## src/rtl/muldiv_pkg.sv

```systemverilog
// Shared types and constants for the iterative RV32M multiply/divide unit.
package muldiv_pkg;

  localparam int MULDIV_DATA_WIDTH = 32;
  // Cycles from the accepting edge to the done cycle.
  localparam int MULDIV_LATENCY    = MULDIV_DATA_WIDTH + 2;

  // funct3 encodings of the M extension.
  typedef enum logic [2:0] {
    OP_MUL    = 3'b000,
    OP_MULH   = 3'b001,
    OP_MULHSU = 3'b010,
    OP_MULHU  = 3'b011,
    OP_DIV    = 3'b100,
    OP_DIVU   = 3'b101,
    OP_REM    = 3'b110,
    OP_REMU   = 3'b111
  } muldiv_op_e;

  typedef enum logic [1:0] {
    ST_IDLE = 2'd0,
    ST_CALC = 2'd1,
    ST_FIX  = 2'd2,
    ST_DONE = 2'd3
  } muldiv_state_e;

  // True when the op interprets SrcA as a two's complement value.
  function automatic logic op_signed_a(input muldiv_op_e op);
    case (op)
      OP_MULH, OP_MULHSU, OP_DIV, OP_REM: return 1'b1;
      default:                            return 1'b0;
    endcase
  endfunction

  // True when the op interprets SrcB as a two's complement value.
  function automatic logic op_signed_b(input muldiv_op_e op);
    case (op)
      OP_MULH, OP_DIV, OP_REM: return 1'b1;
      default:                 return 1'b0;
    endcase
  endfunction

endpackage

```

## src/rtl/muldiv_sign_fix.sv

```systemverilog
// Combinational final-word formation: sign restoration of the magnitude
// results plus the divide-by-zero and signed-overflow special cases.
module muldiv_sign_fix
  import muldiv_pkg::*;
#(
  parameter int DATA_WIDTH = 32
) (
  input  muldiv_op_e                  i_op,
  input  logic [2*DATA_WIDTH-1:0]     i_prod_mag,
  input  logic [DATA_WIDTH-1:0]       i_quo_mag,
  input  logic [DATA_WIDTH-1:0]       i_rem_mag,
  input  logic [DATA_WIDTH-1:0]       i_src_a,
  input  logic                        i_sign_a,
  input  logic                        i_sign_b,
  input  logic                        i_div_zero,
  input  logic                        i_overflow,
  output logic [DATA_WIDTH-1:0]       o_result
);

  localparam int PW = 2 * DATA_WIDTH;

  logic                  w_res_neg;
  logic [PW-1:0]         w_prod_fix;
  logic [DATA_WIDTH-1:0] w_quo_fix;
  logic [DATA_WIDTH-1:0] w_rem_fix;

  // Product and quotient are negative when exactly one operand is;
  // the remainder follows the dividend.
  assign w_res_neg  = i_sign_a ^ i_sign_b;
  assign w_prod_fix = w_res_neg ? (~i_prod_mag + PW'(1)) : i_prod_mag;
  assign w_quo_fix  = w_res_neg ? (~i_quo_mag + DATA_WIDTH'(1)) : i_quo_mag;
  assign w_rem_fix  = i_sign_a ? (~i_rem_mag + DATA_WIDTH'(1)) : i_rem_mag;

  // Select the architectural result word for the op.
  always_comb begin
    o_result = {DATA_WIDTH{1'b0}};
    case (i_op)
      OP_MUL: o_result = w_prod_fix[DATA_WIDTH-1:0];
      OP_MULH, OP_MULHSU, OP_MULHU: o_result = w_prod_fix[PW-1:DATA_WIDTH];
      OP_DIV, OP_DIVU: begin
        if (i_div_zero) begin
          o_result = {DATA_WIDTH{1'b1}};
        end else if (i_overflow) begin
          o_result = {1'b1, {(DATA_WIDTH-1){1'b0}}};
        end else begin
          o_result = w_quo_fix;
        end
      end
      OP_REM, OP_REMU: begin
        if (i_div_zero) begin
          o_result = i_src_a;
        end else if (i_overflow) begin
          o_result = {DATA_WIDTH{1'b0}};
        end else begin
          o_result = w_rem_fix;
        end
      end
      default: o_result = {DATA_WIDTH{1'b0}};
    endcase
  end

endmodule

```

## src/rtl/muldiv_unit.sv

```systemverilog
// Iterative radix-2 RV32M multiply/divide unit for the EX stage.
// Fixed latency for every op: accept, DATA_WIDTH CALC cycles, FIX, DONE.
module muldiv_unit
  import muldiv_pkg::*;
#(
  parameter int DATA_WIDTH = 32,
  parameter int OP_LENGTH  = 3
) (
  input  logic                  clk,
  input  logic                  reset,
  input  logic                  start,
  input  logic                  flush,
  input  logic [OP_LENGTH-1:0]  Op,
  input  logic [DATA_WIDTH-1:0] SrcA,
  input  logic [DATA_WIDTH-1:0] SrcB,
  output logic                  busy,
  output logic                  done,
  output logic [DATA_WIDTH-1:0] Result
);

  localparam int CNT_W = $clog2(DATA_WIDTH);
  localparam int PW    = 2 * DATA_WIDTH;

  muldiv_state_e         r_state;
  muldiv_state_e         w_next_state;
  muldiv_op_e            r_op;
  logic [DATA_WIDTH-1:0] r_src_a;
  logic [DATA_WIDTH-1:0] r_a_mag;
  logic [DATA_WIDTH-1:0] r_b_mag;
  logic                  r_sign_a;
  logic                  r_sign_b;
  logic                  r_div_zero;
  logic                  r_overflow;
  logic [CNT_W-1:0]      r_count;
  logic [PW-1:0]         r_prod;
  logic [DATA_WIDTH-1:0] r_rem;
  logic [DATA_WIDTH-1:0] r_quo;
  logic [DATA_WIDTH-1:0] r_result;
  logic                  r_busy;
  logic                  r_done;

  muldiv_op_e            w_op_in;
  logic                  w_sign_a_in;
  logic                  w_sign_b_in;
  logic [DATA_WIDTH-1:0] w_a_mag_in;
  logic [DATA_WIDTH-1:0] w_b_mag_in;
  logic                  w_div_zero_in;
  logic                  w_overflow_in;
  logic                  w_accept;
  logic [DATA_WIDTH:0]   w_mul_sum;
  logic [PW-1:0]         w_prod_next;
  logic [DATA_WIDTH:0]   w_rem_shift;
  logic [DATA_WIDTH:0]   w_rem_diff;
  logic                  w_rem_ge;
  logic [DATA_WIDTH-1:0] w_fix_result;

  // Operand decode at acceptance: signedness, magnitudes, special cases.
  assign w_op_in       = muldiv_op_e'(Op);
  assign w_sign_a_in   = op_signed_a(w_op_in) & SrcA[DATA_WIDTH-1];
  assign w_sign_b_in   = op_signed_b(w_op_in) & SrcB[DATA_WIDTH-1];
  assign w_a_mag_in    = w_sign_a_in ? (~SrcA + DATA_WIDTH'(1)) : SrcA;
  assign w_b_mag_in    = w_sign_b_in ? (~SrcB + DATA_WIDTH'(1)) : SrcB;
  assign w_div_zero_in = (SrcB == {DATA_WIDTH{1'b0}});
  assign w_overflow_in = ((w_op_in == OP_DIV) || (w_op_in == OP_REM)) &&
                         (SrcA == {1'b1, {(DATA_WIDTH-1){1'b0}}}) &&
                         (SrcB == {DATA_WIDTH{1'b1}});
  assign w_accept      = (r_state == ST_IDLE) && start && !flush;

  // Shift-add multiply: add the multiplicand into the high half when the
  // current multiplier bit (LSB) is set, then shift the whole register right.
  assign w_mul_sum   = {1'b0, r_prod[PW-1:DATA_WIDTH]} + {1'b0, r_a_mag};
  assign w_prod_next = r_prod[0] ? {w_mul_sum, r_prod[DATA_WIDTH-1:1]}
                                 : {1'b0, r_prod[PW-1:1]};

  // Restoring divide: the shifted partial remainder is one bit wider than
  // the operands so the trial subtraction's borrow lands in the top bit.
  assign w_rem_shift = {r_rem, r_quo[DATA_WIDTH-1]};
  assign w_rem_diff  = w_rem_shift - {1'b0, r_b_mag};
  assign w_rem_ge    = ~w_rem_diff[DATA_WIDTH];

  muldiv_sign_fix #(
    .DATA_WIDTH (DATA_WIDTH)
  ) u_sign_fix (
    .i_op       (r_op),
    .i_prod_mag (r_prod),
    .i_quo_mag  (r_quo),
    .i_rem_mag  (r_rem),
    .i_src_a    (r_src_a),
    .i_sign_a   (r_sign_a),
    .i_sign_b   (r_sign_b),
    .i_div_zero (r_div_zero),
    .i_overflow (r_overflow),
    .o_result   (w_fix_result)
  );

  // Next-state logic; flush returns to IDLE from any state.
  always_comb begin
    w_next_state = r_state;
    case (r_state)
      ST_IDLE: begin
        if (start) begin
          w_next_state = ST_CALC;
        end else begin
          w_next_state = ST_IDLE;
        end
      end
      ST_CALC: begin
        if (r_count == {CNT_W{1'b0}}) begin
          w_next_state = ST_FIX;
        end else begin
          w_next_state = ST_CALC;
        end
      end
      ST_FIX:  w_next_state = ST_DONE;
      ST_DONE: w_next_state = ST_IDLE;
      default: w_next_state = ST_IDLE;
    endcase
    if (flush) begin
      w_next_state = ST_IDLE;
    end else begin
      w_next_state = w_next_state;
    end
  end

  // State register with registered busy/done decoded from the next state.
  always_ff @(posedge clk) begin
    if (reset) begin
      r_state <= ST_IDLE;
      r_busy  <= 1'b0;
      r_done  <= 1'b0;
    end else begin
      r_state <= w_next_state;
      r_busy  <= (w_next_state != ST_IDLE);
      r_done  <= (w_next_state == ST_DONE);
    end
  end

  // Operand capture, iteration datapath, iteration counter and result.
  always_ff @(posedge clk) begin
    if (reset) begin
      r_op       <= OP_MUL;
      r_src_a    <= {DATA_WIDTH{1'b0}};
      r_a_mag    <= {DATA_WIDTH{1'b0}};
      r_b_mag    <= {DATA_WIDTH{1'b0}};
      r_sign_a   <= 1'b0;
      r_sign_b   <= 1'b0;
      r_div_zero <= 1'b0;
      r_overflow <= 1'b0;
      r_count    <= {CNT_W{1'b0}};
      r_prod     <= {PW{1'b0}};
      r_rem      <= {DATA_WIDTH{1'b0}};
      r_quo      <= {DATA_WIDTH{1'b0}};
      r_result   <= {DATA_WIDTH{1'b0}};
    end else begin
      case (r_state)
        ST_IDLE: begin
          if (w_accept) begin
            r_op       <= w_op_in;
            r_src_a    <= SrcA;
            r_a_mag    <= w_a_mag_in;
            r_b_mag    <= w_b_mag_in;
            r_sign_a   <= w_sign_a_in;
            r_sign_b   <= w_sign_b_in;
            r_div_zero <= w_div_zero_in;
            r_overflow <= w_overflow_in;
            r_count    <= CNT_W'(DATA_WIDTH - 1);
            r_prod     <= {{DATA_WIDTH{1'b0}}, w_b_mag_in};
            r_rem      <= {DATA_WIDTH{1'b0}};
            r_quo      <= w_a_mag_in;
          end
        end
        ST_CALC: begin
          // Both engines step every cycle; the FIX stage picks the one the op needs.
          r_prod <= w_prod_next;
          r_rem  <= w_rem_ge ? w_rem_diff[DATA_WIDTH-1:0] : w_rem_shift[DATA_WIDTH-1:0];
          r_quo  <= {r_quo[DATA_WIDTH-2:0], w_rem_ge};
          if (r_count != {CNT_W{1'b0}}) begin
            r_count <= r_count - CNT_W'(1);
          end
        end
        ST_FIX: begin
          if (!flush) begin
            r_result <= w_fix_result;
          end
        end
        default: r_count <= r_count;
      endcase
    end
  end

  assign busy   = r_busy;
  assign done   = r_done;
  assign Result = r_result;

endmodule

```

## config.mk

```make
export PLATFORM = sky130hd
export DESIGN_NAME = muldiv_unit
export DESIGN_NICKNAME = d
export VERILOG_FILES = /design/src/rtl/muldiv_pkg.sv /design/src/rtl/muldiv_sign_fix.sv /design/src/rtl/muldiv_unit.sv
export SDC_FILE = /design/constraint.sdc
export NUM_CORES = 1
export LEC_CHECK = 0
export ABC_AREA = 1
export BUFFER_PORTS_ARGS = -buffer_cell sky130_fd_sc_hd__buf_2
export CAP_MARGIN = 20
export CORE_MARGIN = 8
export CORE_UTILIZATION = 35
export DETAILED_ROUTE_END_ITERATION = 12
export HOLD_SLACK_MARGIN = 0.06
export PLACE_DENSITY = 0.51
export SKIP_LAST_GASP = 1
export SLEW_MARGIN = 20
export SYNTH_ARGS = -nofsm -noshare
export SYNTH_HDL_FRONTEND = slang
export SYNTH_HIERARCHICAL = 1
export SYNTH_SLANG_ARGS = --single-unit
```

## constraint.sdc

```tcl
create_clock -name clk -period 2.6 [get_ports clk]
set_clock_uncertainty 0.1 [all_clocks]
set_input_delay 0.26 -clock clk [delete_from_list [all_inputs] [get_ports clk]]
set_output_delay 0.26 -clock clk [all_outputs]
set_load 0.02 [all_outputs]
```

==> summary.txt, run 1 <==
Routing
  • Vias: 26,100
  • DR WL/cell: about 20 um
  • Antenna Nets Post-Route: 0
  • WL final: 99,800 um
  • DRC: 0
  • Initial drt markers: 2,900
  • Vias per cell: 5.23
  • TritonRoute pass-1 iters: 7

Logic synthesis
  • Syn Area/Cell: about 5.6 sq um
  • Post-synth ARST share: 0%
  • Yosys top cell by area: dfxtp_1
  • Mapped Cells: 3,918
  • Commonest register cell after synthesis: dfxtp_1
  • Part of the Yosys area used for sequential elements: 24.5%
  • Share of the synthesized area in the top cell type: between 20% and 30%
  • Post-synth EDFFs: 0
  • Cell variety after synth: 51
  • Mapped Nets: 4,062
  • Netlist Area Pre-Place: 22,100 sq um
  • Yosys synthesis warning count: 6
  • Number of synthesized register bits: 271
  • Top cells by area, synth: dfxtp_1 (25%), nand2_1 (23%), inv_1 (7.9%)

Global route
  • Largest net degree at the start of global routing: 127
  • Vias in the first global route: between 20,000 and 25,000
  • Initial antenna violation count: 1
  • First-pass GRT wire length: 150,000 um
  • Grt ovf: 0
  • GR Util All Layers: between 20% and 30%

Min path
  • Hold Crit Start: SrcB[28]
  • Hold Path Depth: 5
  • Hold Crit Class: in2reg
  • Hold path endpoint: r_prod[28]$_SDFFE_PP0P_

Floorplan
  • Die ar.: 71,500 sq um
  • Io pins: ~110
  • Initial Util: a little over a third
  • # rows: 92
  • Core ar.: 62,700 sq um
  • Die height: 267 um
  • Die boundary width: approximately 270 um

Clock tree
  • H-tree depth: 2
  • Clock buffer depth: 3
  • Worst skew pair latency: 0.59 ns
  • Num Clock Sinks: roughly 270
  • CTS tree: done
  • Root Buffer: clkbuf_16
  • Clk slew on worst S/H paths: 0.06 ns
  • CTS Buf Count: 37

Cells and area
  • Fraction of layout cells with a size suffix above 1: 9.74%
  • Multi-input logic area: 14,400 sq um
  • Final Cell Area: 26,200 sq um
  • Fill cells: between 6,000 and 7,000
  • Final Net Count: 4,252
  • Diodes inserted: 0
  • FF/Latch Area: 5430 sq um
  • Area growth from synthesis to layout: 18.6%
  • Fin cells: 4,982

Critical path
  • Worst Setup Start Kind: flop
  • Endpoint type of the worst setup path: flop
  • FF-to-FF setup slack: 0.02 ns
  • Req. time, crit path: 2.92 ns
  • Critical-path maximum fanout: 5
  • R2r startpoint: r_prod[30]$_SDFFE_PP0P_
  • RR Endpoint: Result[15]$_SDFFE_PP0P_
  • Worst Path Arrival: 2.90 ns
  • Reg2reg path depth: 12
  • Worst Path Class, Setup: reg2reg

STA
  • Period Utilization, post-route: 99.2%
  • Worst Tran Pin Value: ~1.0 ns
  • Setup violators final: 0
  • Hold Violations, Final: 0
  • Pins Over Slew Limit: 0
  • Fin crit period: 2.58 ns
  • Max-slew headroom: 30.6%
  • FMAX: 0.388 GHz
  • RSZ-0062 raised after global routing: yes

Power
  • Pwr dens: 1020 nW/um^2
  • VDD IR-drop max: roughly 1.1 mV
  • Pleak: 12.5 nW
  • Tot Pwr: ~0.027 W

Place
  • Post-DP HPWL: between 70,000 and 80,000 um
  • IO Port Bufs: 104
  • Placed cells: 4,866
  • Placed inst area: 24,300 sq um
  • GP Congestion: 1.01

Run
  • Max-cap violations: 0

Run status
  • Outcome: finished, final reports clean
[state kept, by name, indices dropped and copies added, names as in the netlist, 3 cells and up]
name     flops
r_op         3
r_quo       32
r_rem       32
r_a_mag     31
Result      32
r_prod      64
r_src_a     32
r_b_mag     32
r_count      5
[per-stage QoR]
stage	hold WS, ns	worst slack (ns)	util [%]	setup TNS [ns]
2_1_floorplan	0.302	0.355	-	0
3_3_place_gp	0.352	0.0988	38.7	0
3_5_place_dp	0.356	0.0864	38.7	0
4_1_cts	0.0608	0.0534	41.6	0
5_1_grt	0.113	-0.0825	41.8	-0.121
6_report	0.0942	0.0205	41.8	0
[where the power goes]
group          internal [W]  total [W]  switching [W]
combinational       0.00569     0.0160         0.0104
clock               0.00340    0.00566        0.00226
sequential          0.00449    0.00497       0.000475
[cells in the mapped netlist, types with 15 or more instances]
master / instances
inv_1: 465
nor2_1: 425
nand3b_1: 16
buf_1: 26
xnor2_1: 25
buf_2: 15
nand2_1: 1332
a21oi_1: 328
ha_1: 71
nand3_1: 320
nand4_1: 71
xor2_1: 33
o21ai_0: 192
clkbuf_1: 88
nand2_2: 16
nor3_1: 27
a31oi_1: 58
dfxtp_1: 271
[layout make-up]
type	count	share of cell area, %
repair buffers	293	8.59
clock buffers	44	3.82
flip-flops and latches	271	20.7
inverters	477	6.83
well taps	846	4.04
clock inverters	23	1.23
multi-input cells	3028	54.8
[cell families after synthesis]
| logic type | count (synthesis) | share of synthesized area (%) |
|---|---|---|
| simple gates | 2252 | 42.3 |
| compound gates | 645 | 15.7 |
| buf+inv | 619 | 11.0 |
| flops | 271 | 24.5 |
| fa+ha+maj | 73 | 4.20 |
| xor+xnor | 58 | 2.30 |
[worst max-delay path, cell delays in order, from the launching register on]
cell and delay [ns]:
dfxtp_1 0.43, nor2_1 0.27, nand2_1 0.12, nor2_1 0.19, nand2_1 0.07, nor2_1 0.25, nand3_1 0.16, nand2_1 0.13
nand2_1 0.06, nand3_1 0.11, nand4_1 0.27, nand2_1 0.17, a21oi_1 0.07
[what timing repair did]
item,in CTS,in global routing
setup endpoints to repair,0,42
buffers inserted,0,0
hold endpoints to repair,62,0
hold buffers,47,0
gates resized for setup,0,24
[metal layers]
metal	track usage, %	up-vias	wire, um
li1	-	13000	-
met1	38.8	11900	46300
met2	41.3	975	41900
met3	3.95	147	7670
met4	9.68	0	3930
met5	0	-	0
[cells in the final DEF, fill, tap and decap left out, types with 7 or more instances in the layout]
master	count
buf_2	103
nand2_2	18
nand3b_1	16
o21bai_1	8
dfxtp_1	269
o21ai_1	9
nor2_2	16
o21ai_0	189
nand4_1	71
ha_1	64
ha_2	7
o211ai_1	12
inv_1	464
clkbuf_16	39
inv_2	9
a31oi_1	58
nand2_1	1329
o21ai_2	7
nor2_1	419
o22ai_1	8
nand3_1	319
dlygate4sd3_1	47
buf_12	12
nor3_1	26
buf_4	128
a21oi_1	326
xnor2_1	25
xor2_1	33
[worst max path at each step]
stage                                        from                       to  slack [ns]  depth (start not counted)
after detailed placement   r_quo[31]$_SDFFE_PP0P_   r_rem[29]$_SDFFE_PP0P_        0.09                         17
after global placement     r_quo[31]$_SDFFE_PP0P_    r_quo[0]$_SDFFE_PP0P_         0.1                         15
after CTS                  r_quo[31]$_SDFFE_PP0P_   r_rem[29]$_SDFFE_PP0P_        0.05                         17
after global routing        r_rem[1]$_SDFFE_PP0P_  Result[16]$_SDFFE_PP0P_       -0.08                         14
after floorplan            r_quo[31]$_SDFFE_PP0P_    r_rem[3]$_SDFFE_PP0P_        0.35                         17
final                     r_prod[30]$_SDFFE_PP0P_  Result[15]$_SDFFE_PP0P_        0.02                         12
(Power assumes the default switching activity.)
==> inputs of run 2 (changes only) <==
CTS_BUF_LIST = sky130_fd_sc_hd__clkbuf_8   (was unset)
==> run 2 against run 1 <==
Wire length is 0.70% higher. Critical path depth is 1 higher. Critical path type unchanged. Largest power group unchanged. Power decreased by 2.1%. Count of clock-buffer cells in the layout is 21 higher. First-iteration DRC count down 3.9%. Fmax decreased by 0.77%. Sequential power about the same.
==> summary.txt, run 2 (synthesis gave the netlist of run 1 again) <==
Clock tree
  • Root Buffer: clkbuf_8
  • Clock buffer depth: 3 (unchanged)
  • Num Clock Sinks: 271 (unchanged)
  • CTS Buf Count: 53 (+43%)
  • H-tree depth: 2 (unchanged)
  • CTS tree: done
  • Worst skew pair latency: 0.69 ns (+0.10 ns)
  • Clk slew on worst S/H paths: 0.06 ns (about the same)

Place
  • IO Port Bufs: 104 (unchanged)
  • Post-DP HPWL: 79,100 um (unchanged)
  • GP Congestion: 1.01 (unchanged)
  • Pre-CTS setup slack: 0.0864 ns (unchanged)
  • Placed cells: 4,866 (unchanged)

Global route
  • First-pass GRT wire length: 150,000 um (+0.33%)
  • GR Util All Layers: 27.3% (+0.053 points)
  • Largest net degree at the start of global routing: 127 (unchanged)
  • Vias in the first global route: 24,000 (+1.1%)
  • Initial antenna violation count: 4 (+3)
  • Grt ovf: 0 (unchanged)

Critical path
  • Largest delay share family, worst path: simple AND/OR/NAND/NOR gates
  • Worst Path Class, Setup: reg2reg
  • Endpoint type of the worst setup path: flop
  • WP buf/inv: 1 (+1)
  • CP max-delay cell: dfxtp_1
  • R2r startpoint: r_prod[1]$_SDFFE_PP0P_
  • Worst Path Arrival: 3.00 ns (+0.10 ns)
  • Crit path cell chain: buf_4, nor2_1, nand2_1, nor2_1, nand2_1, nor2_1, nand3_1, nand2_1, nand2_1, nand3_1, nand4_1, nand2_1, a21oi_1
  • Most frequent CP cell: nand2_1
  • FF-to-FF setup slack: 0.0005 ns (-0.02 ns)
  • Req. time, crit path: 3.00 ns (+0.08 ns)
  • Worst Setup Start Kind: flop
  • Critical-path maximum fanout: 3 (-2)
  • Max stage delay on crit path: 0.32 ns (-0.11 ns)
  • Reg2reg path depth: 13 (+1)
  • RR Endpoint: Result[15]$_SDFFE_PP0P_

Floorplan
  • Die boundary width: 267 um (unchanged)
  • Core ar.: 62,700 sq um (unchanged)
  • Die height: 267 um (unchanged)
  • # rows: 92 (unchanged)
  • Die ar.: 71,500 sq um (unchanged)
  • Initial Util: 35.2% (unchanged)
  • Io pins: 105 (unchanged)

Power
  • Tot Pwr: 0.0261 W (-2.1%)
  • Pwr dens: 989 nW/um^2 (-2.8%)
  • VDD IR-drop max: 1.10 mV (+0.70%)
  • Pleak: 12.6 nW (+0.97%)

Min path
  • Hold Path Depth: 7 (+2)
  • Hold path endpoint: r_overflow$_SDFFE_PP0P_
  • Hold Crit Class: in2reg
  • Hold Crit Start: SrcB[3]

Cells and area
  • Commonest non-fill, non-tap cell in the layout: nand2_1
  • Commonest cells after routing, fill and taps aside: nand2_1 (1,327), inv_1 (477), nor2_1 (413)
  • Reg with most FFs: r_prod
  • Area growth from synthesis to layout: 19.4%
  • Fraction of layout cells with a size suffix above 1: 10.4% (+0.66 points)
  • Final Net Count: 4,293 (+0.96%)
  • Max FFs per register: 64 (unchanged)
  • Fin cells: 5,037 (+1.1%)

Routing
  • TritonRoute pass-1 iters: 8 (+1)
  • DR WL/cell: 20.0 um (-0.40%)
  • Vias: 26,300 (+0.96%)
  • Antenna Nets Post-Route: 0 (unchanged)
  • DRC: 0 (unchanged)
  • Initial drt markers: 2,788 (-3.9%)
  • Vias per cell: 5.23 (-0.14%)
  • WL final: 101,000 um (+0.70%)

STA
  • Period Utilization, post-route: 100% (+0.77 points)
  • Setup violators final: 0 (unchanged)
  • Setup slack after layout: 0.000542 ns (-0.0200 ns)
  • Fin crit period: 2.60 ns (+0.0200 ns)
  • Worst Tran Pin Value: 1.03 ns (-0.0114 ns)
  • Pins Over Slew Limit: 0 (unchanged)
  • Hold Violations, Final: 0 (unchanged)
  • RSZ-0062 raised after global routing: yes
  • Max-slew headroom: 31.3% (+0.76 points)
  • FMAX: 0.385 GHz (-0.77%)

Run status
  • Outcome: finished, final reports clean

Run
  • Max-cap violations: 0 (unchanged)
-- run 2: how the worst max path moves through the flow --
stage	startpoint	endpoint	slack (ns)	cells past startpoint
5_1_grt	SrcB[0]	r_div_zero$_SDFFE_PP0P_	-0.09	15
3_5_place_dp	r_quo[31]$_SDFFE_PP0P_	r_rem[29]$_SDFFE_PP0P_	0.09	17
4_1_cts	SrcB[0]	r_div_zero$_SDFFE_PP0P_	0.04	15
2_1_floorplan	r_quo[31]$_SDFFE_PP0P_	r_rem[3]$_SDFFE_PP0P_	0.35	17
6_report	r_prod[1]$_SDFFE_PP0P_	Result[15]$_SDFFE_PP0P_	0.0005	13
3_3_place_gp	r_quo[31]$_SDFFE_PP0P_	r_quo[0]$_SDFFE_PP0P_	0.1	15
-- run 2: tightest hold or removal path: stages --
cell	delay [ns]
buf_2	0.13
inv_1	0.13
nor3_1	0.08
nand3_1	0.09
nor3_1	0.06
nor2_1	0.08
nor2_1	0.04
-- run 2: metrics by stage --
step                area, sq um  setup TNS [ns]  utilization, %  hold slack, ns
floorplan                 22100               0               -           0.302
global placement          24300               0            38.7           0.352
detailed placement        24300               0            38.7           0.356
CTS                       26200               0            41.8          0.0713
global route              26400          -0.116            42.1           0.184
finish                    26400               0            42.1           0.139
-- run 2: area by class of cell --
class	instances	area, sq um
Tap cell	846	1060
Sequential cell	271	5430
Inverter	477	1790
Timing Repair Buffer	318	2500
Clock buffer	65	895
Clock inverter	30	293
Antenna cell	2	5.00
Multi-Input combinational cell	3028	14400
Fill cell	6997	36300
-- run 2: repair_timing --
| action | in CTS | in global routing |
|---|---|---|
| endpoints found under the setup margin | 0 | 55 |
| gates resized for setup | 0 | 48 |
| hold buffers | 71 | 0 |
| endpoints found under the hold margin | 135 | 0 |
| setup buffers | 0 | 1 |
-- run 2: power by group --
| group | switching [W] | internal [W] | leakage, nW | total, W |
|---|---|---|---|---|
| logic | 0.0104 | 0.00577 | 9.74 | 0.0162 |
| registers | 0.000485 | 0.00450 | 2.21 | 0.00499 |
| clock network | 0.00216 | 0.00278 | 0.658 | 0.00494 |
-- run 2: per-layer routing --
metal  track usage (%)  share of wire [%]  vias up  routed length (um)
met1              38.7                 47    12100               47000
met3              4.12                7.4      156                7470
met5                 0              0.013        -                  13
met4              9.37                3.7        2                3710
li1                  -                  -    13100                   -
met2              41.6                 42      958               42300
